## src/rtl/sim_halt_monitor.sv

```systemverilog
// rtl/sim_halt_monitor.sv - simulation halt monitor: breakpoint, self-loop and timeout detection
//
// Purpose: watches the retire stream of a simulated core while in RUN and
// stops it (HALTED) on the first halt condition. It reports the cause, the
// lowest matching breakpoint slot, cycles spent in RUN and instructions
// retired in RUN.
//
// Optional feature: define SIM_HALT_MONITOR_LOOP_DETECT_EN to build the
// self-loop detector (halt after LOOP_N consecutive identical retired PCs).
//
// Ports:
//   clk        in   clock, all state on rising edge
//   rstn       in   asynchronous active-low reset
//   start      in   pulse, IDLE -> RUN
//   clr        in   pulse, HALTED -> IDLE with counters cleared
//   pc         in   [ADDR_W]         PC of the instruction retiring this cycle
//   pc_vld     in   retire strobe qualifying pc
//   bp_addr    in   [NUM_BP*ADDR_W]  halt addresses, slot i at [i*ADDR_W +: ADDR_W]
//   bp_en      in   [NUM_BP]         per-slot enable
//   timeout    in   [CNT_W]          RUN cycle limit, 0 disables
//   halt       out  high while HALTED
//   halt_cause out  [2]  00 none, 01 breakpoint, 10 self-loop, 11 timeout
//   hit_idx    out  [4]  lowest matching breakpoint slot (0 unless cause is 01)
//   cycle_cnt  out  [CNT_W]  cycles spent in RUN (saturating)
//   instr_cnt  out  [CNT_W]  retires seen in RUN (saturating)

module sim_halt_monitor #(
    parameter int ADDR_W = 32,
    parameter int NUM_BP = 4,
    parameter int CNT_W  = 32,
    parameter int LOOP_N = 8
) (
    input  logic                       clk,
    input  logic                       rstn,
    input  logic                       start,
    input  logic                       clr,
    input  logic [ADDR_W-1:0]          pc,
    input  logic                       pc_vld,
    input  logic [NUM_BP*ADDR_W-1:0]   bp_addr,
    input  logic [NUM_BP-1:0]          bp_en,
    input  logic [CNT_W-1:0]           timeout,
    output logic                       halt,
    output logic [1:0]                 halt_cause,
    output logic [3:0]                 hit_idx,
    output logic [CNT_W-1:0]           cycle_cnt,
    output logic [CNT_W-1:0]           instr_cnt
);

    typedef enum logic [1:0] {
        ST_IDLE   = 2'b00,
        ST_RUN    = 2'b01,
        ST_HALTED = 2'b10
    } state_t;

    localparam logic [1:0] CAUSE_NONE = 2'b00;
    localparam logic [1:0] CAUSE_BP   = 2'b01;
    localparam logic [1:0] CAUSE_LOOP = 2'b10;
    localparam logic [1:0] CAUSE_TO   = 2'b11;

    localparam logic [CNT_W-1:0] CNT_ONE = {{(CNT_W-1){1'b0}}, 1'b1};
    localparam logic [CNT_W-1:0] CNT_MAX = {CNT_W{1'b1}};

    if (NUM_BP < 1 || NUM_BP > 16 || LOOP_N < 1) begin : g_param_check
        $error("sim_halt_monitor: NUM_BP must be 1..16 and LOOP_N >= 1");
    end

    state_t state, state_nxt;

    logic [CNT_W-1:0] cyc_inc;
    logic [CNT_W-1:0] ins_inc;
    logic [CNT_W:0]   cyc_plus1;
    logic             to_fire;
    logic             bp_hit;
    logic [3:0]       bp_idx;
    logic             loop_fire;
    logic             halt_now;
    logic [1:0]       cause_nxt;
    logic [3:0]       idx_nxt;

    // Saturating increments.
    assign cyc_inc = (cycle_cnt == CNT_MAX) ? cycle_cnt : cycle_cnt + CNT_ONE;
    assign ins_inc = (instr_cnt == CNT_MAX) ? instr_cnt : instr_cnt + CNT_ONE;

    // One bit wider so that cycle_cnt + 1 cannot wrap onto a small timeout.
    assign cyc_plus1 = {1'b0, cycle_cnt} + {{CNT_W{1'b0}}, 1'b1};
    assign to_fire   = (timeout != '0) && (cyc_plus1 == {1'b0, timeout});

    // Scan from the top so the lowest matching slot is the last one written.
    always_comb begin
        bp_hit = 1'b0;
        bp_idx = 4'd0;
        for (int i = NUM_BP - 1; i >= 0; i--) begin
            if (pc_vld && bp_en[i] && (pc == bp_addr[i*ADDR_W +: ADDR_W])) begin
                bp_hit = 1'b1;
                bp_idx = 4'(i);
            end
        end
    end

`ifdef SIM_HALT_MONITOR_LOOP_DETECT_EN
    localparam int LW = $clog2(LOOP_N + 1);
    localparam logic [LW-1:0] LOOP_TGT = LW'(LOOP_N);
    localparam logic [LW-1:0] LOOP_ONE = LW'(1);

    logic [ADDR_W-1:0] last_pc;
    logic              last_vld;
    logic [LW-1:0]     loop_cnt;
    logic [LW-1:0]     loop_nxt;

    // Run length of identical retired PCs including this retire.
    always_comb begin
        loop_nxt = LOOP_ONE;
        if (last_vld && (pc == last_pc)) begin
            loop_nxt = (loop_cnt == LOOP_TGT) ? loop_cnt : loop_cnt + LOOP_ONE;
        end
    end

    assign loop_fire = pc_vld && (loop_nxt == LOOP_TGT);

    // History starts fresh on every RUN; frozen while HALTED.
    always_ff @(posedge clk or negedge rstn) begin
        if (!rstn) begin
            last_pc  <= '0;
            last_vld <= 1'b0;
            loop_cnt <= '0;
        end else if (state == ST_IDLE) begin
            last_pc  <= '0;
            last_vld <= 1'b0;
            loop_cnt <= '0;
        end else if (state == ST_RUN && pc_vld) begin
            last_pc  <= pc;
            last_vld <= 1'b1;
            loop_cnt <= loop_nxt;
        end
    end
`else
    assign loop_fire = 1'b0;
`endif

    // Priority: breakpoint > self-loop > timeout.
    always_comb begin
        halt_now  = 1'b0;
        cause_nxt = CAUSE_NONE;
        idx_nxt   = 4'd0;
        if (bp_hit) begin
            halt_now  = 1'b1;
            cause_nxt = CAUSE_BP;
            idx_nxt   = bp_idx;
        end else if (loop_fire) begin
            halt_now  = 1'b1;
            cause_nxt = CAUSE_LOOP;
        end else if (to_fire) begin
            halt_now  = 1'b1;
            cause_nxt = CAUSE_TO;
        end
    end

    always_comb begin
        state_nxt = state;
        case (state)
            ST_IDLE:   if (start)    state_nxt = ST_RUN;
            ST_RUN:    if (halt_now) state_nxt = ST_HALTED;
            ST_HALTED: if (clr)      state_nxt = ST_IDLE;
            default:                 state_nxt = ST_IDLE;
        endcase
    end

    always_ff @(posedge clk or negedge rstn) begin
        if (!rstn) begin
            state <= ST_IDLE;
        end else begin
            state <= state_nxt;
        end
    end

    // Counters and halt report. The triggering cycle is counted in the
    // same edge that enters HALTED.
    always_ff @(posedge clk or negedge rstn) begin
        if (!rstn) begin
            cycle_cnt  <= '0;
            instr_cnt  <= '0;
            halt_cause <= CAUSE_NONE;
            hit_idx    <= 4'd0;
        end else begin
            case (state)
                ST_RUN: begin
                    cycle_cnt <= cyc_inc;
                    if (pc_vld) begin
                        instr_cnt <= ins_inc;
                    end
                    if (halt_now) begin
                        halt_cause <= cause_nxt;
                        hit_idx    <= idx_nxt;
                    end
                end
                ST_HALTED: begin
                    if (clr) begin
                        cycle_cnt  <= '0;
                        instr_cnt  <= '0;
                        halt_cause <= CAUSE_NONE;
                        hit_idx    <= 4'd0;
                    end
                end
                default: ;
            endcase
        end
    end

    assign halt = (state == ST_HALTED);

endmodule

```

## config.mk

```make
export PLATFORM = sky130hd
export DESIGN_NAME = sim_halt_monitor
export DESIGN_NICKNAME = d
export VERILOG_FILES = /design/src/rtl/sim_halt_monitor.sv
export SDC_FILE = /design/constraint.sdc
export NUM_CORES = 1
export LEC_CHECK = 0
export ABC_AREA = 1
export BUFFER_PORTS_ARGS = -buffer_cell sky130_fd_sc_hd__buf_4
export CAP_MARGIN = 20
export CORE_UTILIZATION = 54
export DETAILED_ROUTE_END_ITERATION = 16
export PLACE_DENSITY_LB_ADDON = 0.05
export SYNTH_ARGS = -nofsm -noshare
export SYNTH_HDL_FRONTEND = slang
export SYNTH_SLANG_ARGS = --single-unit
```

## constraint.sdc

```tcl
create_clock -name clk -period 4.6 [get_ports clk]
set_input_delay 0.46 -clock clk [delete_from_list [all_inputs] [get_ports clk]]
set_output_delay 0.46 -clock clk [all_outputs]
set_load 0.01 [all_outputs]
```

==> impl_metrics.py <==
metrics = {
    "run_status": {
        "status": "finished, final reports clean",
    },
    "critical_path": {
        "cp_cell_sequence": "ha_1 -> nand2_2 -> nor2_4 -> nand2_4 -> nor2_4 -> nand4_1 -> o21ai_2 -> inv_2 -> o21ai_0",
        "crit_family": "simple AND/OR/NAND/NOR gates",
        "cp-endpoint": "cycle_cnt[24]",
        "cp_num_cells": 9,
        "cp-start-kind": "register",
        "crit_top_cell": "nor2_4",
        "cp.required_ns": 4.84,
        "rr_endpoint": "cycle_cnt[24]",
        "r2r-start": "cycle_cnt[0]",
        "crit_path_end_kind": "register",
        "r2r_cells": 9,
        "path_class": "register to register",
        "critical_path.startpoint": "cycle_cnt[0]",
        "cpPeakStageDelay_ns": 0.43,
        "rrSetupSlack_ns": 1.85,
        "crit_fanout": 27,
        "cp.buffers_inverters": 1,
        "slowest_stage": "dfrtp_1",
        "crit_arrival_ns": 2.99,
    },
    "sta": {
        "fmax_mhz": 364,
        "tightest_slew_ns": 0.927,
        "finalCritPeriodShare_pct": 59.8,
        "rsz0062_at_grt": "false",
        "period_needed_ns": 2.75,
        "hold_slack_ns": 0.238,
        "slew_viol_final": 0,
        "hold_viol": 0,
        "finalSetupTns_ns": 0,
        "setup_violations": 0,
        "max_slew_margin_pct": 38.2,
        "fin_worst_skew_ns": 0.00674,
    },
    "drt": {
        "wl_um": 28700,
        "drtAntennaViolNets": 0,
        "dr.pass1.iters": 6,
        "vias_per_cell": 5.83,
        "maxUsedRoutingLayer": "met4",
        "wl_met2_um": 13500,
        "wire_per_inst_um": 18.0,
        "met1_length_um": 10300,
        "first_iter_violations": 1062,
        "num_vias": 9301,
        "drc_errors": 0,
        "route.met3.wl_um": 3100,
    },
    "synthesis": {
        "ys_ff_latch": 70,
        "synthCells": 1153,
        "yosysUniqueCellTypes": 48,
        "ys.flop_type": "dfrtp_1",
        "synth_warnings": 0,
        "avgSynthCellArea_um2": 6.00,
        "synth-edff-count": 0,
        "async_flop_share_pct": 100,
        "synth.cell_area_um2": 6920,
        "seq_area_frac_synth_pct": 25.3,
    },
    "floorplanning": {
        "die_w_um": 115,
        "die_h_um": 115,
        "row_count": 40,
        "start_util_pct": 56.4,
        "die_area_um2": 13300,
        "coreArea_um2": 12300,
        "ioPinCount": 272,
    },
    "clock_tree": {
        "clk_path_buf_depth": 2,
        "cts_resized": 0,
        "postCtsSetupBuffers": 0,
        "cts_max_level": 3,
        "cts_tree": "built",
        "postCtsHoldBufs": 0,
        "numCtsBuffers": 9,
        "clock_latency_ns": 0.34,
        "clk_pin_slew_ns": 0.06,
        "clockRootBuffer": "clkbuf_16",
        "clock_sinks": 70,
    },
    "grt": {
        "grt_pass1_wl_um": 43800,
        "grt_pass1_vias": 8698,
        "gr-usage-all-layers_pct": 43.6,
        "global_route.overflow_total": 0,
        "grt_antenna_before_repair": 0,
        "grt_max_degree": 71,
    },
    "cells_and_area": {
        "syn_to_final_growth_pct": 36.7,
        "nFillCells": 988,
        "nNetsFinal": 1624,
        "seqCellArea_um2": 1750,
        "layout-drive-gt1-share_pct": 23.5,
        "multi_input_area_um2": 4490,
    },
    "job": {
        "maxCapViolCount": 0,
    },
    "placed_design": {
        "gp_congestion": 1.04,
        "dpl.hpwl_um": 23200,
        "io_buffer_count": 269,
    },
    "pwr": {
        "p_leak_nw": 4.79,
        "cellPowerDensity_nw_per_um2": 363,
        "ir_worst_vdd_mv": 0.262,
    },
    "min_path": {
        "holdCritPathClass": "primary input to async pin",
    },
}
## sequential cells by signal (all words and copies together), names as in the netlist
register,cells
cycle_cnt,32
instr_cnt,32
halt_cause,2
hit_idx,2
state,2
## per-stage QoR
stage	std cells	util, %	instance area [um2]	setup slack, ns	power (W)
after global routing	1594	77.1	9460	1.63	0.00362
after detailed placement	1578	74.2	9100	1.92	0.00254
after global placement	1577	74.0	9070	1.73	0.00249
after CTS	1594	77.1	9460	1.88	0.00339
final	1595	77.1	9460	1.85	0.00344
after floorplan	1154	-	6920	2.45	0.00184
## per-layer routing
layer | vias up | global-route usage, %
met5 | - | 0
met1 | 4209 | 49.2
met4 | 0 | 25.5
li1 | 4300 | -
met3 | 137 | 11.3
met2 | 655 | 74.4
## synth_stat cells, drive strengths merged, types with 3 or more instances
cell type  instances  share of area (%)
nor3              30                2.2
xor2              27                3.4
inv              157                8.5
buf                7               0.80
nor4               5               0.45
a211oi             4               0.43
nand2            372                 21
o211ai             3               0.33
o21ai             48                3.5
o2111ai            5               0.63
a21oi             23                1.7
o22ai             47                4.3
a31oi              3               0.27
and3               4               0.36
dfrtp             70                 25
xnor2             15                1.9
or2                9               0.81
o221ai             3               0.38
nand3             89                6.8
nor2             170                 11
nand3b            14                1.5
nand4             24                2.2
clkbuf             8               0.43
## area by class of cell
type,count,area share [%]
inverters,157,6.23
repair buffers,271,21.7
clock inverters,6,1.23
flip-flops and latches,70,18.5
diodes,1,0.0265
well taps,168,2.22
multi-input cells,912,47.5
clock buffers,10,2.53
## power breakdown
| group | total (W) | internal [W] | switching (W) |
|---|---|---|---|
| Combinational | 0.00153 | 0.000661 | 0.000870 |
| Sequential | 0.00106 | 0.000781 | 0.000283 |
| Clock | 0.000840 | 0.000549 | 0.000292 |
| Total | 0.00344 | 0.00199 | 0.00145 |
## kinds of logic (layout without fill, tap and decap cells)
family          after synthesis  in the layout  synth area share [%]
other cells                   1              3                0.0542
buf+inv                     172            444                  9.75
xor+xnor                     43             43                  5.66
simple gates                721            721                  46.3
flops                        70             70                  25.3
compound gates              144            144                  12.5
fa+ha+maj                     2              2                 0.362
## cell usage in the layout (no fill, tap or decap), types with 5 or more instances in the layout
cell type	count
nor4_1	5
or2_2	9
nand3_1	86
nor2_4	10
nand3b_1	14
dfrtp_1	70
nand2_1	358
xnor2_1	15
nand2_2	11
xor2_1	27
nor3_1	29
inv_1	155
a21oi_1	23
o22ai_1	47
nor2_1	153
nor2_2	7
o21ai_0	43
nand4_1	24
buf_4	270
o2111ai_1	5
clkbuf_16	9
## worst min path at each step
stage	from	end	slack, ns	cells after the start
after global placement	halt_cause[0]	halt_cause[0]	0.46	2
after detailed placement	hit_idx[0]	hit_idx[0]	0.48	2
final	rstn	cycle_cnt[7]	0.24	1
after floorplan	rstn	cycle_cnt[0]	0.16	0
after global routing	rstn	cycle_cnt[5]	0.32	1
after CTS	rstn	cycle_cnt[7]	0.29	1
Power figures use the tool's default switching activity.
